`config.mk`:
```
export PLATFORM = sky130hd
export DESIGN_NAME = triangle_assembler
export DESIGN_NICKNAME = d
export VERILOG_FILES = /design/src/rtl/triangle_assembler.sv
export SDC_FILE = /design/constraint.sdc
export NUM_CORES = 1
export LEC_CHECK = 0
export CAP_MARGIN = 40
export CORE_ASPECT_RATIO = 2
export CORE_MARGIN = 2
export CORE_UTILIZATION = 45
export DETAILED_ROUTE_END_ITERATION = 8
export SLEW_MARGIN = 5
export SYNTH_ARGS = -nofsm -noshare
export SYNTH_HDL_FRONTEND = slang
export SYNTH_SLANG_ARGS = --single-unit
```
`constraint.sdc`:
```
create_clock -name clk -period 5.95 [get_ports clk]
set_input_delay 0.595 -clock clk [delete_from_list [all_inputs] [get_ports clk]]
set_output_delay 0.595 -clock clk [all_outputs]
set_load 0.005 [all_outputs]
```
`src/rtl/triangle_assembler.sv`:
```
// Triangle assembler: gathers a per-vertex stream into 3-vertex triangles, culls
// degenerate ones and queues the rest in a show-ahead FIFO for the rasteriser.
module triangle_assembler #(
  parameter int DEPTH      = 8,
  parameter bit CULL_DEGEN = 1'b1
) (
  input  logic         clk,
  input  logic         rst,
  input  logic [47:0]  vertex,
  input  logic [15:0]  color,
  input  logic         new_triangle,
  input  logic         vertex_valid,
  output logic         vertex_ready,
  input  logic         done_in,
  output logic [143:0] tri_data,
  output logic [15:0]  tri_color,
  output logic         tri_valid,
  input  logic         tri_ready,
  output logic         done_out,
  output logic         proto_err
);
  localparam int AW = $clog2(DEPTH);

  typedef enum logic [1:0] {
    VC_0 = 2'd0,
    VC_1 = 2'd1,
    VC_2 = 2'd2
  } vcnt_t;

  vcnt_t         vcnt;
  vcnt_t         vcnt_eff;
  logic [47:0]   v0_q;
  logic [47:0]   v1_q;
  logic [15:0]   color_q;
  logic [AW-1:0] wr_ptr;
  logic [AW-1:0] rd_ptr;
  logic [AW:0]   count;
  logic          done_pend;
  logic [143:0]  data_mem  [DEPTH];
  logic [15:0]   color_mem [DEPTH];

  logic full;
  logic empty;
  logic accept;
  logic push;
  logic pop;
  logic degen;

  // Handshake (both ports): a transfer happens in exactly the cycles where valid and
  // ready are both high; ready never depends on valid, and the producer must hold its
  // payload stable until the transfer happens.
  assign full   = (count == (AW+1)'(DEPTH));
  assign empty  = (count == '0);
  assign accept = vertex_valid && vertex_ready;
  assign pop    = tri_valid && tri_ready;

  // A vertex arriving with done_in belongs to the next frame, so it sees an empty partial.
  assign vcnt_eff = done_in ? VC_0 : vcnt;

  assign degen = CULL_DEGEN && ((v0_q == v1_q) || (v1_q == vertex) || (v0_q == vertex));
  assign push  = accept && !new_triangle && (vcnt_eff == VC_2) && !degen;

  assign vertex_ready = !full;
  assign tri_valid    = !empty;
  assign tri_data     = empty ? '0 : data_mem[rd_ptr];
  assign tri_color    = empty ? '0 : color_mem[rd_ptr];
  assign done_out     = done_pend && empty;

  always_ff @(posedge clk or posedge rst) begin
    if (rst) begin
      vcnt      <= VC_0;
      v0_q      <= '0;
      v1_q      <= '0;
      color_q   <= '0;
      wr_ptr    <= '0;
      rd_ptr    <= '0;
      count     <= '0;
      done_pend <= 1'b0;
      proto_err <= 1'b0;
    end else begin
      if (done_in && (vcnt != VC_0)) begin
        proto_err <= 1'b1;
      end

      if (accept) begin
        if (new_triangle) begin
          v0_q    <= vertex;
          color_q <= color;
          vcnt    <= VC_1;
          if (vcnt_eff != VC_0) begin
            proto_err <= 1'b1;
          end
        end else begin
          case (vcnt_eff)
            VC_0: begin
              vcnt      <= VC_0;
              proto_err <= 1'b1;
            end
            VC_1: begin
              v1_q <= vertex;
              vcnt <= VC_2;
            end
            default: vcnt <= VC_0;
          endcase
        end
      end else if (done_in) begin
        vcnt <= VC_0;
      end

      if (push) begin
        wr_ptr <= wr_ptr + 1'b1;
      end
      if (pop) begin
        rd_ptr <= rd_ptr + 1'b1;
      end
      if (push && !pop) begin
        count <= count + 1'b1;
      end else if (pop && !push) begin
        count <= count - 1'b1;
      end

      // Repeated done_in while a pulse is still owed merges into that single pulse.
      done_pend <= done_out ? 1'b0 : (done_pend || done_in);
    end
  end

  always_ff @(posedge clk) begin
    if (push) begin
      data_mem[wr_ptr]  <= {v0_q, v1_q, vertex};
      color_mem[wr_ptr] <= color_q;
    end
  end

endmodule

```
### Yosys cells after proc, flatten, opt, wreduce, memory -nomap -nowiden

Memory sizes are Yosys's and may differ from the RTL's.
Index checks and enable logic that the tools add are counted.

* register bits after elaboration: 126
* bits in latches: 0
* memory bits (writable): 1280
* memories kept: 2
* ROM bits: 0
* logic and storage cells: 63

* equality and inequality tests: 6
* shift-type cells: 0
* bitwise operators: 1
* divide/modulo/power cells: 0
* muxes and demuxes: 16
* reductions and logical operators: 25
* $lt $le $gt $ge: 0
* $add $sub $neg: 4
* multiply operators: 0

Memory list
* data_mem: depth 8, bits a word 144, read ports 1, clocked after Yosys merged registers in 0, wr ports 1, RTL line 39 `logic [143:0] data_mem [DEPTH];`
* color_mem: depth 8, bits a word 16, read ports 1, clocked after Yosys merged registers in 0, wr ports 1, RTL line 40 `logic [15:0] color_mem [DEPTH];`

Operators by type and width (number)
* 48-bit == test: 3
* 144-bit two-way mux: 1
* 16-bit two-way mux: 1
* 1-bit logical AND: 9
* 1-bit two-way mux: 8
* 2-bit two-way mux: 4
* 4-bit two-way mux: 2
* 3-bit by 1-bit adder with 3-bit output, second input constant: 2
* 1-bit logical NOT: 6
* 2-bit nonzero test: 3
* 4-bit by 1-bit adder with 4-bit output, second input constant: 1
* 4-bit == test, second input constant: 1
* 4-bit logical NOT: 1
* 4-bit by 1-bit subtractor with 4-bit output, second input constant: 1
* 1-bit logical OR: 3
* 3-bit AND reduction: 1
* 2-bit by 1-bit == test with 1-bit output, second input constant: 1
* 2-bit == test, second input constant: 1
* 2-bit logical NOT: 1
* 2-bit AND reduction: 1
* 1-bit inverter: 1

### Longest topological paths before layout

Gate-level depths: netlist (run 1).

* depth after elaboration: 10
* mapped depth: 14

### Least setup slack after synthesis (run 1)

No wires, ideal clock.

* path kind: input to register
* from: input port new_triangle
* to: memory color_mem[3][0], enable pin
* slack: 0.070 ns
* path buffers: 1
* setup time: 0.541 ns
* stages: 6
* arrival time: 5.339 ns
* cell sequence: nand3b_4 or3_1 a31oi_1 and3_4 buf_6 and4b_1

* longest elaborated chain between the ends: 6

RTL lines
* start, declared: RTL line 11 `input logic new_triangle,`
* 1-bit logical NOT: RTL line 61 `assign push = accept && !new_triangle && (vcnt_eff == VC_2) && !degen;`
* 1-bit logical AND (3 in a row): RTL line 61
* net push: RTL line 45 `logic push;`
* 1-bit two-way mux: RTL line 128 `if (push) begin`
* 1-bit two-way mux (implied by the code): RTL line 130 `color_mem[wr_ptr] <= color_q;`
* end, declared: RTL line 40

The timed path passes the listed nets, and every way through them passes these cells.

### Worst setup path in the final report (run 1)

* from: register rd_ptr[0]
* to: output port tri_data[47]

* longest elaborated chain between the ends: 2

RTL lines
* start, declared: RTL line 36 `logic [AW-1:0] rd_ptr;`
* start signal, assigned: RTL line 114 `rd_ptr <= rd_ptr + 1'b1;`
* memory 8 x 144 bit
* 144-bit two-way mux: RTL line 65 `assign tri_data = empty ? '0 : data_mem[rd_ptr];`
* end, declared: RTL line 15 `output logic [143:0] tri_data,`

Every way passes these cells.

==> reports/metrics.cfg, run 1 <==
[layout]
seqCellArea_sq_um=41600
drive_above_1_share=0.237
multi_input_area_sq_um=12800
nFillCells=9542
final_nets=2909
fin_area_sq_um=63600
area_growth_pct=15.7

[critical_path]
crit_type=flip-flop to output port
cp-start-kind=flip-flop
worst-path-buf-inv=4
cp_cell_sequence=buf_16, buf_12, buf_4, mux4_2, mux2i_1, nor2_1, clkdlybuf4s50_1
cp_max_fo=30
slowest_stage=dfrtp_4
end_kind=output port
cp_top_family=buffers and inverters
arrival_ps=3750
slowest_delay_ps=630
required_ps=5360

[drt]
viasPerCell=5.76
drtAntennaViolNets=0
drc=0
num_vias=25800
finalWirelength_mm=132
drtIter0Drc=2091
avgRoutedWirePerCell_um=29.5
firstDrtPassIters=5

[clocking]
ctsResizeCount=0
post_cts_buffers=0
hold_buffers=0
clk_path_buf_depth=3
root_buffer=clkbuf_16
tritoncts=done
insertion_delay_ps=750
htreeDepth=3
cts_buffers=115
cts_num_sinks=1406
clk_pin_slew_ps=70

[global_routing]
antenna_found_initial=2
grtUsageMet3=0.0299
grt_pass1_wl_mm=195
grt_max_degree=143
busiest_layer=met2
grt_pass1_vias=27800
overflow=0
use_met2=0.384
met1_usage=0.269
grt_use_total=0.215

[synthesis]
ys_warn_count=0
ys_top_cells_by_count=1280 x edfxtp_1, 320 x mux4_2, 166 x nor2_1, 160 x mux2i_1, 150 x xnor2_1
syn-num-nets=2604
syn-cell-area_sq_um=55000
netlist_instances=2528
ys_types=44
synth-edff-count=1280
yosysMostFrequentCell=edfxtp_1
synth_top_area_frac=0.699
syn_avg_cell_area_sq_um=21.7
seq_area_frac_synth=0.757
ys_seq_elements=1406
synth.top_cells.by_area=edfxtp_1 70%, mux4_2 13%, dfrtp_1 5.7%, mux2i_1 2.9%, xnor2_1 2.4%
yosys.area.top_type=edfxtp_1
synth_flop_cell=edfxtp_1
async_flop_share=0.0896

[timing]
grt_setup_unrepaired=false
hold_violations=0
tns_ps=0
slew_headroom=0.434
clock.fmax_mhz=230
finalCritPeriodShare=0.730
period_needed_ps=4340
worst_pin_slew_ps=849
skew_ps=43.9
slew_viol_final=0
finalSetupViolations=0

[power]
p_leak_nw=20.7
vdd_drop_max_mv=0.630
finalPower_mw=30.3
powerDensity_nw_per_um2=476

[flow_run]
maxCapViolations=0

[floorplan]
ios=234
rows=181
coreArea_sq_um=121000
die_area_sq_um=125000
start_util=0.453
die-width_um=251
die_h_um=498

[place]
portBuffers=233
routabilityCongestion=0.865
placed_cell_area_sq_um=59700
hpwl_mm=83.2

[min_path]
hp-class=input pin to async pin

[status]
outcome=finished clean

-- report_power, final --
part	switching (mW)	internal (mW)	total, mW	leakage, nW
sequential	1.44	11.8	13.2	13.0
combinational	4.18	4.94	9.12	5.77
clock	3.48	4.41	7.89	1.89
-- state kept, by name, summed over array words and instances (netlist names) --
name / count
data_mem: 1152
color_mem: 128
v0_q: 48
v1_q: 48
color_q: 16
count: 4
rd_ptr: 3
wr_ptr: 3
vcnt: 2
done_pend: 1
proto_err: 1
-- layout by cell type, fill, tap and decap left out, types with 2 or more instances in the layout --
cell,Yosys,layout
edfxtp_1,1280,1280
mux2_1,15,15
clkdlybuf4s50_1,0,233
clkinv_4,0,3
nor4_1,9,9
nand4_1,37,37
buf_4,4,43
buf_12,1,29
mux2_4,9,9
dfrtp_4,0,3
clkbuf_16,0,117
and3_4,1,2
xor2_1,2,2
clkbuf_1,52,15
clkinv_1,0,22
clkinv_2,0,16
mux4_2,320,320
diode_2,0,2
bufinv_16,0,17
inv_6,0,8
xnor2_1,150,150
nand2_1,2,2
buf_16,0,4
ha_1,5,5
and4b_4,0,3
dfrtp_1,126,123
mux2i_1,160,160
nor2_1,166,166
clkinvlp_4,0,11
mux2_2,91,91
and4bb_4,0,2
nand2b_1,2,2
clkbuf_8,0,5
o21ai_0,4,4
a21oi_1,2,2
nand3_1,3,3
-- routing by layer --
metal | up-vias | share of wire
met5 | - | 0
met4 | 0 | 0.034
met3 | 193 | 0.042
met2 | 723 | 0.54
met1 | 14000 | 0.39
li1 | 10900 | -
-- worst paths after layout --
check                           from              end  slack (ps)  depth (start not counted)
setup / recovery           rd_ptr[0]     tri_data[47]        1610                          7
hold / removal                   rst      color_q[13]         330                          2
hold reg to reg            proto_err        proto_err         510                          2
setup reg to reg            count[0]  data_mem[1][78]        2370                          7
max in group asynchronous        rst         v0_q[14]        4500                          3
min in group clk            color[0]       color_q[0]         460                          2
-- layout make-up --
type | count | area share
sequential | 1406 | 0.654
multi-input combinational | 998 | 0.201
antenna | 2 | 0.0000787
clock inverter | 77 | 0.0137
inverter | 3 | 0.000256
tap | 1555 | 0.0306
clock buffer | 137 | 0.0480
timing repair buffer | 309 | 0.0526
-- logic make-up (layout without fill, tap and decap cells) --
kind of cell | Yosys count | in the layout | synth area share
xor gates and xnor gates | 152 | 152 | 0.0242
other | 0 | 2 | 0
muxes | 595 | 595 | 0.184
DFF | 1406 | 1406 | 0.757
and+or+nand+nor | 237 | 237 | 0.0205
AOI/OAI and AO/OA | 8 | 8 | 0.000797
buffers and inverters | 124 | 526 | 0.0117
adders and majority gates | 6 | 6 | 0.00150
-- metrics by stage --
step           hold slack [ps]  setup WS, ps  std cells   util
2_1_floorplan              452          69.6       2528      -
3_3_place_gp               473          1630       4264  0.490
3_5_place_dp               494          1680       4271  0.492
4_1_cts                    306          1450       4485  0.524
5_1_grt                    345          1330       4486  0.524
6_report                   326          1610       4487  0.524
Power figures use the tool's default switching activity.
==> run 2: changes to the inputs <==
==> constraint.sdc (replaced) <==
create_clock -name clk -period 4.2 [get_ports clk]
set_input_delay 0.42 -clock clk [delete_from_list [all_inputs] [get_ports clk]]
set_output_delay 0.42 -clock clk [all_outputs]
set_load 0.005 [all_outputs]
==> run 2 against run 1 <==
  * First-iteration DRC count increased by 3.3%
  * Global-route usage increased by 0.60 points
  * Final cell count increased by 1.0%
  * Register-to-register slack got worse by 1600 ps
  * Via count increased by 1.4%
  * Worst setup slack got worse by 1400 ps
  * Utilization increased by 0.40 points
  * Critical path type unchanged
  * Highest routed layer is now met5
==> reports/metrics.cfg, run 2 (synthesized netlist as in run 1, its figures left out) <==
[floorplan]
start_util=0.453  ; unchanged
die_h_um=498  ; unchanged
ios=234  ; unchanged
rows=181  ; unchanged
die_area_sq_um=125000  ; unchanged
die-width_um=251  ; unchanged
coreArea_sq_um=121000  ; unchanged

[timing]
hold_violations=0  ; unchanged
finalCritPeriodShare=0.943
skew_ps=41.8  ; was 43.9 ps
slew_viol_final=0  ; unchanged
tns_ps=0  ; unchanged
grt_setup_unrepaired=false  ; unchanged
clock.fmax_mhz=252
period_needed_ps=3960
worst_pin_slew_ps=991  ; was 849 ps
finalSetupViolations=0  ; unchanged
slew_headroom=0.339  ; was 0.434

[clocking]
clk_path_buf_depth=3  ; unchanged
insertion_delay_ps=750  ; about the same
post_cts_buffers=0  ; unchanged
tritoncts=done  ; unchanged
root_buffer=clkbuf_16  ; unchanged
clk_pin_slew_ps=70  ; about the same
cts_buffers=114  ; was 115
cts_num_sinks=1406  ; unchanged
htreeDepth=3  ; unchanged

[place]
routabilityCongestion=0.883  ; was 0.865
hpwl_mm=85.2  ; was 83.2 mm
placedCellCount=4315  ; was 4271
portBuffers=233  ; unchanged

[critical_path]
crit_type=flip-flop to output port  ; unchanged
cp-startpoint=rd_ptr[0]  ; unchanged
cp_max_fo=25  ; was 30
required_ps=3780  ; was 5360 ps
r2r-start=count[0]  ; unchanged
cp-start-kind=flip-flop  ; unchanged
end_kind=output port  ; unchanged
arrival_ps=3540  ; was 3750 ps

[global_routing]
antenna_found_initial=5  ; was 2
grt_use_total=0.222  ; was 0.215
busiest_layer=met2  ; unchanged
grtUsageMet3=0.0296  ; was 0.0299
grt_pass1_vias=28300  ; was 27800
use_met2=0.397  ; was 0.384
grt_max_degree=126  ; was 143
overflow=0  ; unchanged
met1_usage=0.275  ; was 0.269
grt_pass1_wl_mm=200  ; was 195 mm

[power]
powerDensity_nw_per_um2=671  ; was 476 nW/um^2
finalPower_mw=43.0  ; was 30.3 mW
vdd_drop_max_mv=0.472  ; was 0.630 mV
p_leak_nw=21.0  ; was 20.7 nW

[layout]
nFillCells=9508  ; was 9542
area_growth_pct=16.6  ; was 15.7%
regMostFlops=data_mem  ; unchanged
final_cells=4533  ; was 4487
largest_reg_flops=1152  ; unchanged
final_common_cell=edfxtp_1  ; unchanged
largestRegisters=data_mem: 1152 flops, color_mem: 128 flops  ; unchanged
final_cell_mix=1280 x edfxtp_1, 320 x mux4_2, 233 x clkdlybuf4s50_1  ; unchanged
final_nets=2952  ; was 2909
drive_above_1_share=0.252  ; was 0.237

[drt]
finalWirelength_mm=137  ; was 132 mm
num_vias=26200  ; was 25800
drtAntennaViolNets=0  ; unchanged
drtIter0Drc=2160  ; was 2091
drc=0  ; unchanged
viasPerCell=5.78  ; was 5.76
firstDrtPassIters=5  ; unchanged
avgRoutedWirePerCell_um=30.2  ; was 29.5 um

[flow_run]
maxCapViolations=0  ; unchanged

[min_path]
hp-class=input pin to async pin  ; unchanged

[status]
outcome=finished clean  ; unchanged

-- run 2: changes by cell type in the layout (fill, tap and decap cells not counted), sizes merged --
cell	change
buf	+44
clkbuf	+19
clkinv	-14
bufinv	-2
inv	-1
-- run 2: layer usage --
layer | up-vias | wire length [um]
li1 | 11000 | -
met1 | 14200 | 52900
met2 | 760 | 73200
met3 | 183 | 6110
met4 | 4 | 4380
met5 | - | 24
-- run 2: worst paths after layout --
| path | cells past startpoint | slack, ps | end |
|---|---|---|---|
| max in group asynchronous | 3 | 3170 | v1_q[20] |
| worst max register to register | 7 | 750 | data_mem[0][17] |
| worst min register to register | 2 | 500 | done_pend |
| worst min-delay path | 2 | 190 | color_q[7] |
| min in group clk | 2 | 270 | color_q[2] |
| worst max-delay path | 6 | 240 | tri_data[56] |
-- run 2: final cells by class --
class,count,area (sq um),area share
Antenna cell,2,5.00,0.0000781
Clock buffer,156,3250,0.0508
Clock inverter,60,759,0.0119
Inverter,3,16.3,0.000254
Multi-Input combinational cell,998,12800,0.199
Sequential cell,1406,41600,0.649
Tap cell,1555,1950,0.0304
Timing Repair Buffer,353,3730,0.0583
-- run 2: timing repair --
| item | 4_1_cts | 5_1_grt |
|---|---|---|
| gates cloned | 0 | 0 |
| hold buffers | 0 | 0 |
| gates resized for setup | 1 | 1 |
| endpoints found under the setup margin | 1 | 5 |
-- run 2: where the power goes --
| part | switching [mW] | internal [mW] |
|---|---|---|
| sequential | 1.97 | 16.7 |
| clock | 5.01 | 6.39 |
| combinational | 5.88 | 7.01 |
| total | 12.9 | 30.1 |
-- run 2: critical path, cell delays in order (launching register included) --
cell and delay [ps]:
dfrtp_4 610, buf_12 290, buf_6 350, mux4_2 550, mux2i_1 410, nor2_1 80
clkdlybuf4s50_1 470
-- run 2: through the flow --
| stage | setup slack (ps) | utilization | hold WS [ps] | cell area (sq um) |
|---|---|---|---|---|
| 2_1_floorplan | -54.1 | - | 452 | 55000 |
| 3_3_place_gp | 170 | 0.494 | 479 | 59900 |
| 3_5_place_dp | 333 | 0.495 | 477 | 60100 |
| 4_1_cts | 3.67 | 0.528 | 187 | 64100 |
| 5_1_grt | 40.5 | 0.528 | 231 | 64100 |
| 6_report | 237 | 0.528 | 190 | 64100 |
==> run 3: changes to the inputs <==
--- a/config.mk
+++ b/config.mk
@@ -6,7 +6,7 @@
 export NUM_CORES = 1
 export LEC_CHECK = 0
 export CAP_MARGIN = 40
-export CORE_ASPECT_RATIO = 2
+export CORE_ASPECT_RATIO = 0.9
 export CORE_MARGIN = 2
 export CORE_UTILIZATION = 45
 export DETAILED_ROUTE_END_ITERATION = 8
==> run 3 against run 2 <==
  * Count of clock-buffer cells in the layout increased by 40
  * Worst hold slack improved by 60 ps
  * Non-clock buffer count increased by 27
  * Largest power group unchanged
  * Critical path type unchanged
  * Routed wire length decreased by 0.16%
==> reports/metrics.cfg, run 3 (synthesized netlist as in run 1, its figures left out) <==
[layout]
largest_reg_flops=1152  ; unchanged
final_common_cell=edfxtp_1  ; unchanged
final_cells=4652  ; was 4533
seqCellArea_sq_um=41600  ; unchanged
largestRegisters=data_mem: 1152 flops, color_mem: 128 flops  ; unchanged
regMostFlops=data_mem  ; unchanged
final_cell_mix=1280 x edfxtp_1, 320 x mux4_2, 233 x clkdlybuf4s50_1  ; unchanged
area_growth_pct=18.6  ; was 16.6%
final_nets=3009  ; was 2952
nFillCells=9264  ; was 9508
multi_input_area_sq_um=12800  ; about the same
drive_above_1_share=0.258  ; was 0.252

[floorplan]
die-width_um=372  ; was 251 um
coreArea_sq_um=121000  ; about the same
rows=121  ; was 181
die_h_um=336  ; was 498 um
die_area_sq_um=125000  ; about the same
start_util=0.454  ; was 0.453
ios=234  ; unchanged

[global_routing]
grt_pass1_wl_mm=198  ; was 200 mm
antenna_found_initial=13  ; was 5
grt_max_degree=98  ; was 126
grt_pass1_vias=27800  ; was 28300
grt_use_total=0.223  ; was 0.222
overflow=0  ; unchanged

[power]
power.internal_mw=31.0  ; was 30.1 mW
pwr-share-clk=0.279  ; was 0.265
switchingPower_mw=13.2  ; was 12.9 mW
p_sw_frac=0.299  ; about the same
p_leak_nw=21.5  ; was 21.0 nW
vdd_drop_max_mv=0.481  ; was 0.472 mV
comb_power_share=0.293  ; was 0.300
powerDensity_nw_per_um2=678  ; was 671 nW/um^2
p_seq_frac=0.428  ; was 0.435

[clocking]
tritoncts=done  ; unchanged
insertion_delay_ps=770  ; was 750 ps
clk_pin_slew_ps=60  ; was 70 ps
hold_buffers=0  ; unchanged
ctsResizeCount=0  ; was 1
cts_buffers=144  ; was 114
htreeDepth=4  ; was 3
cts_num_sinks=1406  ; unchanged
post_cts_buffers=0  ; unchanged
clk_path_buf_depth=3  ; unchanged
root_buffer=clkbuf_16  ; unchanged

[place]
placedCellCount=4384  ; was 4315
routabilityCongestion=0.857  ; was 0.883
hpwl_mm=84.3  ; was 85.2 mm
portBuffers=233  ; unchanged

[flow_run]
maxCapViolations=0  ; unchanged

[critical_path]
crit_type=flip-flop to output port  ; unchanged
r2r-start=v0_q[39]  ; was count[0]
r2r-end=count[3]  ; was data_mem[0][17]
crit_path_end=tri_data[39]  ; was tri_data[56]
worst_r2r_path_depth=13  ; was 7
cp-startpoint=rd_ptr[1]  ; was rd_ptr[0]
cp-start-kind=flip-flop  ; unchanged
required_ps=3780  ; about the same
cp_max_fo=60  ; was 25
arrival_ps=3630  ; was 3540 ps
end_kind=output port  ; unchanged
reg2reg_slack_ps=790  ; was 750 ps

[drt]
finalWirelength_mm=136  ; was 137 mm
viasPerCell=5.75  ; was 5.78
firstDrtPassIters=6  ; was 5
drc=0  ; unchanged
avgRoutedWirePerCell_um=29.3  ; was 30.2 um
num_vias=26700  ; was 26200
drtAntennaViolNets=0  ; unchanged
drtIter0Drc=3007  ; was 2160

[status]
outcome=finished clean  ; unchanged

[timing]
grt_setup_unrepaired=false  ; unchanged
finalSetupViolations=0  ; unchanged
slew_viol_final=0  ; unchanged
worst_pin_slew_ps=874  ; was 991 ps
clock.fmax_mhz=247  ; was 252 MHz
period_needed_ps=4050  ; was 3960 ps
finalCritPeriodShare=0.963  ; was 0.943
tns_ps=0  ; unchanged
skew_ps=27.4  ; was 41.8 ps
hold_violations=0  ; unchanged
slew_headroom=0.417  ; was 0.339

[min_path]
hold_start=color[2]
hp-class=input pin to flip-flop  ; was input pin to async pin

## run 3: cell count changes in the layout (fill, tap and decap cells not counted), moves of 3 or more
cell        previous run  this run
clkinv_8               2         6
clkbuf_1              21        40
clkinv_2              18        23
clkinvlp_4            11         2
clkbuf_16            117       149
clkbuf_8              18         7
buf_4                 81        84
clkinv_1               6        22
bufinv_16             15         7
buf_12                35        61
## run 3: power groups by stage
| stage | combinational [mW] | sequential [mW] | clock [mW] |
|---|---|---|---|
| final | 12.9 | 18.9 | 12.3 |
| after global routing | 13.9 | 19.0 | 13.1 |
| after CTS | 13.2 | 18.9 | 12.6 |
| after detailed placement | 13.1 | 19.2 | 0 |
| after global placement | 13.1 | 19.0 | 0 |
| after floorplan | 7.65 | 17.9 | 0 |
## run 3: how the worst min path moves through the flow
stage / to / slack [ps] / cells after the start
after floorplan: done_pend / 450 / 2
after global placement: done_pend / 480 / 2
after detailed placement: done_pend / 480 / 2
after CTS: color_q[1] / 160 / 2
after global routing: color_q[2] / 230 / 2
final: color_q[2] / 250 / 2
## run 3: through the flow
stage	hold WS (ps)	util	total power, mW	instance area, sq um	setup WS, ps
6_report	250	0.538	44.2	65200	155
5_1_grt	227	0.538	46.1	65200	25.5
4_1_cts	165	0.538	44.7	65100	84.6
3_5_place_dp	482	0.500	32.3	60600	360
3_3_place_gp	485	0.500	32.2	60600	354
2_1_floorplan	452	-	25.6	55000	-54.1
## run 3: final cells by class
type	count	area share
timing repair buffer	380	0.0648
tap	1599	0.0307
sequential	1406	0.638
antenna	4	0.000154
clock inverter	66	0.00897
inverter	3	0.000250
clock buffer	196	0.0610
multi-input combinational	998	0.196
## run 3: critical path: stages (launching register included)
cell,delay [ps]
dfrtp_4,920
buf_12,420
mux4_2,290
mux2i_1,70
nor2_1,430
clkdlybuf4s50_1,630
## run 3: metal layers
metal | share of wire | global-route usage | vias to the layer above | routed length [um]
met1 | 0.43 | 0.317 | 14500 | 58600
met3 | 0.069 | 0.0477 | 191 | 9400
met2 | 0.47 | 0.346 | 916 | 64800
met5 | 0.000088 | 0 | - | 12
li1 | - | - | 11200 | -
met4 | 0.027 | 0.0711 | 2 | 3670
